File: config.mk
export PLATFORM = sky130hd
export DESIGN_NAME = imem_loader_flat
export DESIGN_NICKNAME = d
export VERILOG_FILES = /design/src/rtl/imem_loader_pkg.sv /design/src/rtl/imem_loader_if.sv /design/src/rtl/loader_timeout.sv /design/src/rtl/imem_loader.sv /design/src/flat_wrapper.sv
export SDC_FILE = /design/constraint.sdc
export NUM_CORES = 1
export LEC_CHECK = 0
export BUFFER_PORTS_ARGS = -buffer_cell sky130_fd_sc_hd__buf_2
export CAP_MARGIN = 10
export CORE_ASPECT_RATIO = 0.8
export CORE_MARGIN = 1
export CORE_UTILIZATION = 40
export CTS_BUF_LIST = sky130_fd_sc_hd__clkbuf_4 sky130_fd_sc_hd__clkbuf_8
export DETAILED_ROUTE_END_ITERATION = 8
export GPL_TIMING_DRIVEN = 0
export PLACE_DENSITY = 0.69
export SETUP_SLACK_MARGIN = 0.05
export SYNTH_ARGS = -nofsm -noshare
export SYNTH_HDL_FRONTEND = slang
export SYNTH_SLANG_ARGS = --single-unit
File: constraint.sdc
create_clock -name clk -period 2.9 [get_ports clk]
set_input_delay 0.145 -clock clk [delete_from_list [all_inputs] [get_ports clk]]
set_output_delay 0.145 -clock clk [all_outputs]
set_load 0.02 [all_outputs]
File: src/rtl/imem_loader_pkg.sv
// Shared definitions for the instruction-memory boot loader.
//   state_t        : loader FSM states
//   MAGIC_DEFAULT  : default frame start byte
//   LEN_W          : width of the frame word-count field
//   ADDR_W         : width of the byte address presented to instruction memory
package imem_loader_pkg;

  typedef enum logic [2:0] {
    IDLE,
    SYNC,
    LEN_LO,
    LEN_HI,
    DATA,
    CHECK,
    DONE,
    ERR
  } state_t;

  localparam logic [7:0]  MAGIC_DEFAULT = 8'hA5;
  localparam int unsigned LEN_W         = 16;
  localparam int unsigned ADDR_W        = 12;

endpackage

File: src/rtl/imem_loader_if.sv
// Byte-stream input and instruction-memory write port of the boot loader.
//   rx_byte/rx_valid            : bytes from the UART receiver (one-cycle strobe)
//   mem_we/mem_addr/mem_wdata   : one-cycle word write to instruction memory
// master : the loader (consumes bytes, drives the write port)
// slave  : the surrounding system (UART side and memory side)
interface imem_loader_if;
  import imem_loader_pkg::*;

  logic [7:0]        rx_byte;
  logic              rx_valid;
  logic              mem_we;
  logic [ADDR_W-1:0] mem_addr;
  logic [31:0]       mem_wdata;

  modport master (
    input  rx_byte, rx_valid,
    output mem_we, mem_addr, mem_wdata
  );

  modport slave (
    output rx_byte, rx_valid,
    input  mem_we, mem_addr, mem_wdata
  );

endinterface

File: src/rtl/loader_timeout.sv
// Inter-byte idle counter for the boot loader.
//   clk, reset_n : clock, asynchronous active-low reset
//   clr          : zero the counter (takes priority over en)
//   en           : count one idle cycle
//   expired      : counter has reached TIMEOUT (holds until cleared)
module loader_timeout #(
  parameter int unsigned TIMEOUT = 1_000_000
) (
  input  logic clk,
  input  logic reset_n,
  input  logic clr,
  input  logic en,
  output logic expired
);

  localparam int unsigned CW = (TIMEOUT < 2) ? 1 : $clog2(TIMEOUT + 1);

  logic [CW-1:0] cnt;

  always_ff @(posedge clk or negedge reset_n) begin
    if (!reset_n) begin
      cnt <= '0;
    end else if (clr) begin
      cnt <= '0;
    end else if (en && !expired) begin
      cnt <= cnt + CW'(1);
    end
  end

  assign expired = (cnt >= CW'(TIMEOUT));

endmodule

File: src/rtl/imem_loader.sv
// Boot loader: receives a framed image over a byte stream and writes it into
// instruction memory while holding the core in reset.
// Frame: MAGIC, LEN_LO, LEN_HI, LEN*4 payload bytes (little-endian words), CSUM
// where CSUM is the XOR of all payload bytes.
//   clk, reset_n : clock, asynchronous active-low reset
//   start        : one-cycle pulse arming the loader (honoured in IDLE/DONE/ERR)
//   bus          : byte input and instruction-memory write port
//   cpu_hold     : high while the core must stay in reset
//   done         : frame loaded with a good checksum (sticky until next start)
//   error        : frame rejected (sticky until next start)
module imem_loader
  import imem_loader_pkg::*;
#(
  parameter int unsigned DEPTH   = 128,
  parameter logic [7:0]  MAGIC   = MAGIC_DEFAULT,
  parameter int unsigned TIMEOUT = 1_000_000
) (
  input  logic           clk,
  input  logic           reset_n,
  input  logic           start,
  imem_loader_if.master  bus,
  output logic           cpu_hold,
  output logic           done,
  output logic           error
);

  state_t           state, state_n;
  logic [LEN_W-1:0] len;
  logic [LEN_W-1:0] len_full;
  logic [LEN_W-1:0] word_cnt;
  logic [1:0]       byte_idx;
  logic [31:0]      word_buf;
  logic [31:0]      word_asm;
  logic [7:0]       csum;
  logic             timed;
  logic             expired;
  logic             accept;
  logic             start_ok;
  logic             last_word;

  assign timed     = (state inside {LEN_LO, LEN_HI, DATA, CHECK});
  assign start_ok  = start && (state inside {IDLE, DONE, ERR});
  // A byte arriving on the same cycle the timeout fires is dropped so that the
  // datapath never acts on a frame the FSM is already rejecting.
  assign accept    = bus.rx_valid && !expired;
  assign len_full  = {bus.rx_byte, len[7:0]};
  assign last_word = ((word_cnt + LEN_W'(1)) == len);

  always_comb begin
    word_asm = word_buf;
    word_asm[8*byte_idx +: 8] = bus.rx_byte;
  end

  // Counter is held at zero outside the timed states, which also covers the
  // clear on entry to SYNC.
  loader_timeout #(
    .TIMEOUT (TIMEOUT)
  ) u_timeout (
    .clk     (clk),
    .reset_n (reset_n),
    .clr     (bus.rx_valid || !timed),
    .en      (timed),
    .expired (expired)
  );

  always_ff @(posedge clk or negedge reset_n) begin
    if (!reset_n) state <= IDLE;
    else          state <= state_n;
  end

  always_comb begin
    state_n = state;
    unique case (state)
      IDLE, DONE, ERR: if (start) state_n = SYNC;
      SYNC:   if (bus.rx_valid && bus.rx_byte == MAGIC) state_n = LEN_LO;
      LEN_LO: begin
        if (expired)     state_n = ERR;
        else if (accept) state_n = LEN_HI;
      end
      LEN_HI: begin
        if (expired) state_n = ERR;
        else if (accept) begin
          if (len_full > LEN_W'(DEPTH)) state_n = ERR;
          else if (len_full == '0)      state_n = CHECK;
          else                          state_n = DATA;
        end
      end
      DATA: begin
        if (expired) state_n = ERR;
        else if (accept && byte_idx == 2'd3 && last_word) state_n = CHECK;
      end
      CHECK: begin
        if (expired)     state_n = ERR;
        else if (accept) state_n = (bus.rx_byte == csum) ? DONE : ERR;
      end
      default: state_n = IDLE;
    endcase
  end

  always_ff @(posedge clk or negedge reset_n) begin
    if (!reset_n) begin
      len           <= '0;
      word_cnt      <= '0;
      byte_idx      <= '0;
      word_buf      <= '0;
      csum          <= '0;
      bus.mem_we    <= 1'b0;
      bus.mem_addr  <= '0;
      bus.mem_wdata <= '0;
    end else begin
      bus.mem_we <= 1'b0;
      if (start_ok) begin
        len      <= '0;
        word_cnt <= '0;
        byte_idx <= '0;
        word_buf <= '0;
        csum     <= '0;
      end
      if (accept) begin
        unique case (state)
          LEN_LO: len[7:0]  <= bus.rx_byte;
          LEN_HI: len[15:8] <= bus.rx_byte;
          DATA: begin
            word_buf <= word_asm;
            csum     <= csum ^ bus.rx_byte;
            byte_idx <= byte_idx + 2'd1;
            if (byte_idx == 2'd3) begin
              bus.mem_we    <= 1'b1;
              bus.mem_wdata <= word_asm;
              bus.mem_addr  <= {word_cnt[ADDR_W-3:0], 2'b00};
              word_cnt      <= word_cnt + LEN_W'(1);
            end
          end
          default: ;
        endcase
      end
    end
  end

  assign done     = (state == DONE);
  assign error    = (state == ERR);
  assign cpu_hold = (state != DONE);

endmodule

File: src/flat_wrapper.sv
// flat-port wrapper written by rule: the top's interface ports become plain ports
module imem_loader_flat import imem_loader_pkg::*;
#(
  parameter int unsigned DEPTH   = 128,
  parameter logic [7:0]  MAGIC   = MAGIC_DEFAULT,
  parameter int unsigned TIMEOUT = 1_000_000
)
  (clk, reset_n, start, cpu_hold, done, error, bus_rx_byte, bus_rx_valid, bus_mem_we, bus_mem_addr, bus_mem_wdata);
  imem_loader_if bus_i ();
  input  logic clk;
  input  logic reset_n;
  input  logic start;
  output logic cpu_hold;
  output logic done;
  output logic error;
  input wire logic [$bits(bus_i.rx_byte)-1:0] bus_rx_byte;
  input wire logic [$bits(bus_i.rx_valid)-1:0] bus_rx_valid;
  output wire logic [$bits(bus_i.mem_we)-1:0] bus_mem_we;
  output wire logic [$bits(bus_i.mem_addr)-1:0] bus_mem_addr;
  output wire logic [$bits(bus_i.mem_wdata)-1:0] bus_mem_wdata;
  assign bus_i.rx_byte = bus_rx_byte;
  assign bus_i.rx_valid = bus_rx_valid;
  assign bus_mem_we = bus_i.mem_we;
  assign bus_mem_addr = bus_i.mem_addr;
  assign bus_mem_wdata = bus_i.mem_wdata;
  imem_loader #(.DEPTH(DEPTH), .MAGIC(MAGIC), .TIMEOUT(TIMEOUT)) u_core (.clk(clk), .reset_n(reset_n), .start(start), .bus(bus_i), .cpu_hold(cpu_hold), .done(done), .error(error));
endmodule
* Yosys cells after proc, flatten, opt, wreduce, memory -nomap -nowiden
Index checks and enable logic that the tools add are counted.
** Storage, ports and cells
- Bits in registers :: 140
- Bits in writable memories :: 0
- Bits in latches :: 0
- Memories :: 0
- ROM bits :: 0
- Output and inout bits :: 48
- Input port bits :: 12
- Word-level logic and storage cells :: 91
** Operators by class
- Multiply operators :: 0
- Bitwise gates (word level) :: 1
- Reduce and logical (&&, ||, !) cells :: 17
- $add $sub $neg :: 4
- Multiplexer cells :: 37
- $lt $le $gt $ge :: 2
- Eq/ne operators :: 18
- Div/mod/pow operators :: 0
- Shift operators :: 2
** Operator list (count)
- two-way mux 16 bit :: 6
- two-way mux 32 bit :: 3
- two-way mux 20 bit :: 2
- two-way mux 8 bit :: 5
- negation 5 -> 34 bit :: 1
- variable shift 8 x 34 -> 32 bit (first input constant) :: 1
- indexed part select 8 x 34 -> 32 bit :: 1
- two-way mux 3 bit :: 11
- bitwise mux 32 bit :: 1
- adder 20 x 1 -> 20 bit (second input constant) :: 1
- >= comparator 20 bit (second input constant) :: 1
- case mux 3 bit (6 select lines) :: 1
- adder 16 x 1 -> 16 bit (second input constant) :: 1
- == test 16 bit :: 1
- greater-than comparator 16 x 8 -> 1 bit (second input constant) :: 1
- zero test 16 bit :: 1
- == test 3 bit (second input constant) :: 4
- inequality test 3 x 1 -> 1 bit (second input constant) :: 3
- == test 8 bit :: 1
- == test 8 bit (second input constant) :: 1
- XOR 8 bit :: 1
- == test 3 x 2 -> 1 bit (second input constant) :: 2
- logical AND 1 bit :: 6
- two-way mux 2 bit :: 3
- 17 further kinds :: 22

* Logic depth before layout (Yosys ltp)
- Word-level depth :: 8
- Gate-level depth with buffers :: 10
- Depth with buffers taken out :: 8

* Hierarchy
From an unflattened synthesis, not the netlist that was laid out.
** Second synthesis, totals
- Cells, all modules :: 748
- Area total of the unflattened synthesis :: 7111.8 µm²
** Modules (own cells, without submodules)
- imem_loader :: cells an instance 622, area an instance 5959.5 µm², sequential area each 3002.9 µm², times used 1
- loader_timeout :: cells an instance 126, area an instance 1152.4 µm², sequential area each 500.5 µm², times used 1

* Worst setup path after synthesis
No wires, ideal clock.
- Path kind :: reg-to-reg
- From :: reg u_core.word_cnt[0]
- To :: reg u_core.state[2]
- Arrival :: 2.416 ns
- Cell stages (with the launch flop) :: 10
- Slack :: 0.356 ns
- Required time :: 2.772 ns
- Setup time :: 0.128 ns
- Path buffers :: 1
- Period minus slack after synthesis :: 2.544 ns
- Path through :: dfrtp_1 -> ha_1 -> buf_2 -> and3_1 -> and3_1 -> a311o_1 -> a21o_2 -> a2111oi_2 -> a21oi_2 -> mux2_1
** On the way
- Longest elaborated chain between the ends :: 5
** RTL lines
- start, declared :: line imem_loader.sv:30 : logic [LEN_W-1:0] word_cnt;
- start signal, assigned :: line imem_loader.sv:131 : word_cnt <= word_cnt + LEN_W'(1);
- adder 16 x 1 -> 16 bit :: line imem_loader.sv:47 : assign last_word = ((word_cnt + LEN_W'(1)) == len);
- == test 16 bit :: line imem_loader.sv:47
- logical AND 1 bit :: line imem_loader.sv:90 : else if (accept && byte_idx == 2'd3 && last_word) state_n = CHECK;
- inequality test 3 x 2 -> 1 bit (no source line)
- AND reduction 6 bit (no source line)
- end signal, assigned :: line imem_loader.sv:68 : else state <= state_n;
- end, declared :: line imem_loader.sv:27 : state_t state, state_n;
Every way passes these cells.
A chain may end at the register's enable or synchronous reset.

* Worst setup path in the final report
- From :: reg u_core.u_timeout.cnt[12]
- To :: reg u_core.state[1]
** On the way
- Longest elaborated chain between the ends :: 7
- Elaborated cells on any way between the ends :: 15
- Classes of those cells :: 1 x order compare; 4 x eq/ne; 5 x mux; 5 x reduce/logical
** RTL lines
- start, declared :: line loader_timeout.sv:18 : logic [CW-1:0] cnt;
- start signal, assigned :: line loader_timeout.sv:26 : cnt <= cnt + CW'(1);
- >= comparator 20 bit * :: line loader_timeout.sv:30 : assign expired = (cnt >= CW'(TIMEOUT));
- zero test 1 bit :: line imem_loader.sv:45 : assign accept = bus.rx_valid && !expired;
- logical AND 1 bit :: line imem_loader.sv:45
- logical AND 1 bit (2 in series) :: line imem_loader.sv:90
- inequality test 3 x 2 -> 1 bit (no source line)
- AND reduction 6 bit (no source line)
Mark *: on every way between the ends. The rest lies on a longest branch, timed or not.

==> impl_metrics.yaml <==
outcome:
  status: "finished clean"
clock_tree:
  cts.path.max_buffers: 2
  root_buffer: "clkbuf_8"
  numCtsBuffers: 17
  cts_tree: "yes"
  htree_num_levels: 4
  clk_pin_slew_worst_paths_ns: 0.08
  clock_latency_ns: 0.47
  clock-sinks: 140
sta:
  slew_headroom_pct: 49.48
  maxSlewViolCount: 0
  fin_crit_sh_pct: 94.01
  hold_viol_final: 0
  fmax_mhz: 366.8
  final-setup-viol-count: 0
  period_needed_ns: 2.726
  skew_ns: 0.01269
  grt_setup_unrepaired: "no"
  worstMarginPinSlew_ns: 0.7509
  fin_tns_setup_ns: 0
floorplanning:
  die_x_um: 149.3
  io_pins: 60
  dieHeight_um: 119.8
  design.die.area_um2: 17880
  core_area_um2: 16760
  rows: 42
  start_util_pct: 41.39
power_and_ir_drop:
  p_per_area_nw_per_um2: 688.6
  ir_drop_v: 0.0003002
  p_leak_nw: 3.780
  power.total_mw: 5.585
run:
  max-cap-violations: 0
logic_synthesis:
  synth_edf_count: 0
  syn_area_um2: 6939
  ys_async_sr_fraction_pct: 100.0
  synth_warnings: 0
  ys_types: 62
  synth_cells: 708
  postSynthAreaPerCell_um2: 9.801
  ys_seq_area_share_pct: 50.49
  synthFlopType: "dfrtp_1"
  synth_seq_cells: 140
final_layout:
  multiInputGateArea_um2: 3237
  num_antenna_cells: 0
  fin_nets: 818
  stdcell_area_um2: 8112
  final_layout_size_suffix_gt1_share_pct: 17.82
  final_cells: 1028
  synthToLayoutAreaGrowth_pct: 16.90
  seq_area_um2: 3505
  nFillCells: 1545
critical_path:
  arrival_ns: 3.08
  r2r_slack_ns: 0.17
  worstPathMaxFanout: 6
  critPathCaptureType: "flip-flop"
  worstPathRequired_ns: 3.25
  start_kind: "flip-flop"
  crit_type: "flip-flop to flip-flop"
detailed_routing:
  wl_per_cell_um: 17.03
  num_vias: 5689
  drt_wl_total_um: 17500
  routed_via_density: 5.534
  ant_nets: 0
  dr.pass1.iters: 6
  drt_iter0_drc: 522
  drc_errors: 0
min_path:
  hp-class: "input pin to flip-flop"
placed_design:
  hpwlAfterDp_um: 12000
  placed_area_um2: 7562
  dp.cells: 991
  io_buffers: 57
  place.gp.congestion: 0.8226
grt:
  first_global_vias: 5402
  grt_first_pass_wirelength_um: 28700
  grt_max_degree: 75
  grt_usage_pct: 20.84
  grt_overflow_total: 0
  antenna_found_initial: 0
-- cell usage in the layout (no fill, tap or decap), types with 4 or more instances in the layout --
cell type    n
dfrtp_1    139
nor2_1     102
buf_2       69
nand2_1     68
o21ai_0     57
a22o_1      36
a221oi_1    32
clkbuf_1    29
xor2_1      25
xnor2_1     20
inv_1       19
clkbuf_8    19
nand3_1     14
nand4_1     11
ha_1        11
a21oi_1     10
and3_1       9
mux2_2       9
nor4_1       8
and2_1       7
o31ai_1      7
nor2b_1      6
a31oi_1      5
nor3_1       4
clkinv_1     4
o22ai_1      4
buf_4        4
clkbuf_4     4
-- per-layer routing --
| metal | routed length [um] | vias to the layer above | track usage (%) |
|---|---|---|---|
| li1 | - | 2701 | - |
| met1 | 8775 | 2820 | 30.37 |
| met5 | 0 | - | 0 |
| met2 | 7684 | 147 | 30.41 |
| met4 | 204 | 0 | 6.059 |
| met3 | 839 | 21 | 5.095 |
-- sequential cells by signal (all words and copies together), names as in the netlist --
name                  flops
u_core.bus.mem_wdata     32
u_core.word_cnt          16
u_core.word_buf          32
u_core.len               16
u_core.bus.mem_we         1
u_core.u_timeout.cnt     20
u_core.bus.mem_addr      10
u_core.byte_idx           2
u_core.csum               8
u_core.state              3
-- kinds of logic after synthesis --
family,after synthesis,synth area share [%]
and+or+nand+nor,260,18.41
buffers and inverters,67,3.894
xor gates and xnor gates,45,5.680
adders and majority gates,11,1.983
other,1,0.05404
DFF,140,50.49
muxes,12,1.929
AOI/OAI and AO/OA,172,17.56
-- where the power goes --
part	internal [mW]	switching, mW	leakage [nW]
combinational	0.544	0.903	1.63
clock	0.938	0.773	0.214
sequential	2.20	0.230	1.93
total	3.68	1.91	3.78
-- cell type report --
type,instances,share of cell area (%)
Multi-Input combinational cell,502,39.90
Inverter,24,1.172
Tap cell,220,3.393
Sequential cell,140,43.21
Buffer,43,2.252
Timing Repair Buffer,67,4.797
Clock inverter,9,1.681
Clock buffer,23,3.594
-- synthesized netlist by cell type (3+ instances only) --
| cell type | n | area share (%) |
|---|---|---|
| nor3_1 | 5 | 0.36 |
| nor4_2 | 3 | 0.54 |
| clkinv_1 | 4 | 0.22 |
| o41ai_1 | 3 | 0.38 |
| nand4_1 | 11 | 0.99 |
| nor2_1 | 102 | 5.5 |
| and3_1 | 9 | 0.81 |
| a22o_1 | 36 | 4.5 |
| nor4b_1 | 3 | 0.38 |
| or2_2 | 3 | 0.27 |
| nor4_1 | 10 | 0.90 |
| a221oi_1 | 32 | 4.0 |
| o31ai_1 | 7 | 0.76 |
| xor2_1 | 25 | 3.2 |
| xnor2_1 | 20 | 2.5 |
| dfrtp_1 | 140 | 50 |
| mux2_2 | 9 | 1.5 |
| inv_1 | 19 | 1.0 |
| nand3_1 | 15 | 1.1 |
| and2_1 | 7 | 0.63 |
| nand2_1 | 69 | 3.7 |
| nor2b_1 | 6 | 0.54 |
| buf_2 | 9 | 0.65 |
| ha_1 | 11 | 2.0 |
| a31oi_1 | 5 | 0.45 |
| clkbuf_1 | 31 | 1.7 |
| o21ai_0 | 57 | 4.1 |
| o22ai_1 | 4 | 0.36 |
| a21oi_1 | 10 | 0.72 |
-- what timing repair did --
action                                  in CTS  in global routing
buffers inserted                             0                  2
hold endpoints to repair                    68                  0
resized for setup                            6                 11
hold buffers                                 3                  0
cloned                                       0                  0
endpoints found under the setup margin       9                 30
-- path summary, 6_finish.rpt --
check                                              start                 endpoint  cells after the start
worst min register to register    u_core.bus.mem_addr[6]   u_core.bus.mem_addr[6]                      2
worst max-delay path            u_core.u_timeout.cnt[12]          u_core.state[1]                      7
worst max register to register  u_core.u_timeout.cnt[12]          u_core.state[1]                      7
max in group asynchronous                        reset_n       u_core.word_buf[8]                      3
worst min-delay path                      bus_rx_byte[5]  u_core.bus.mem_wdata[5]                      3
min in group asynchronous                        reset_n   u_core.bus.mem_addr[4]                      2
-- through the flow --
stage	hold slack, ns	util (%)	setup WS (ns)
6_report	0.07172	48.39	0.1737
3_3_place_gp	0.4630	44.76	-0.3422
3_5_place_dp	0.1995	45.11	-0.06275
2_1_floorplan	-0.1506	-	0.3559
4_1_cts	0.04774	48.00	0.07116
5_1_grt	0.07163	48.39	0.04336
-- worst max-delay path, stage by stage (launching register included) --
cell,delay (ns)
dfrtp_1,0.46
or4_4,0.55
nor3_4,0.26
o21ai_1,0.21
nand4b_1,0.33
a2111oi_4,0.36
a21oi_2,0.10
mux2_1,0.34
Note: power is estimated with default switching activity, not from simulation.
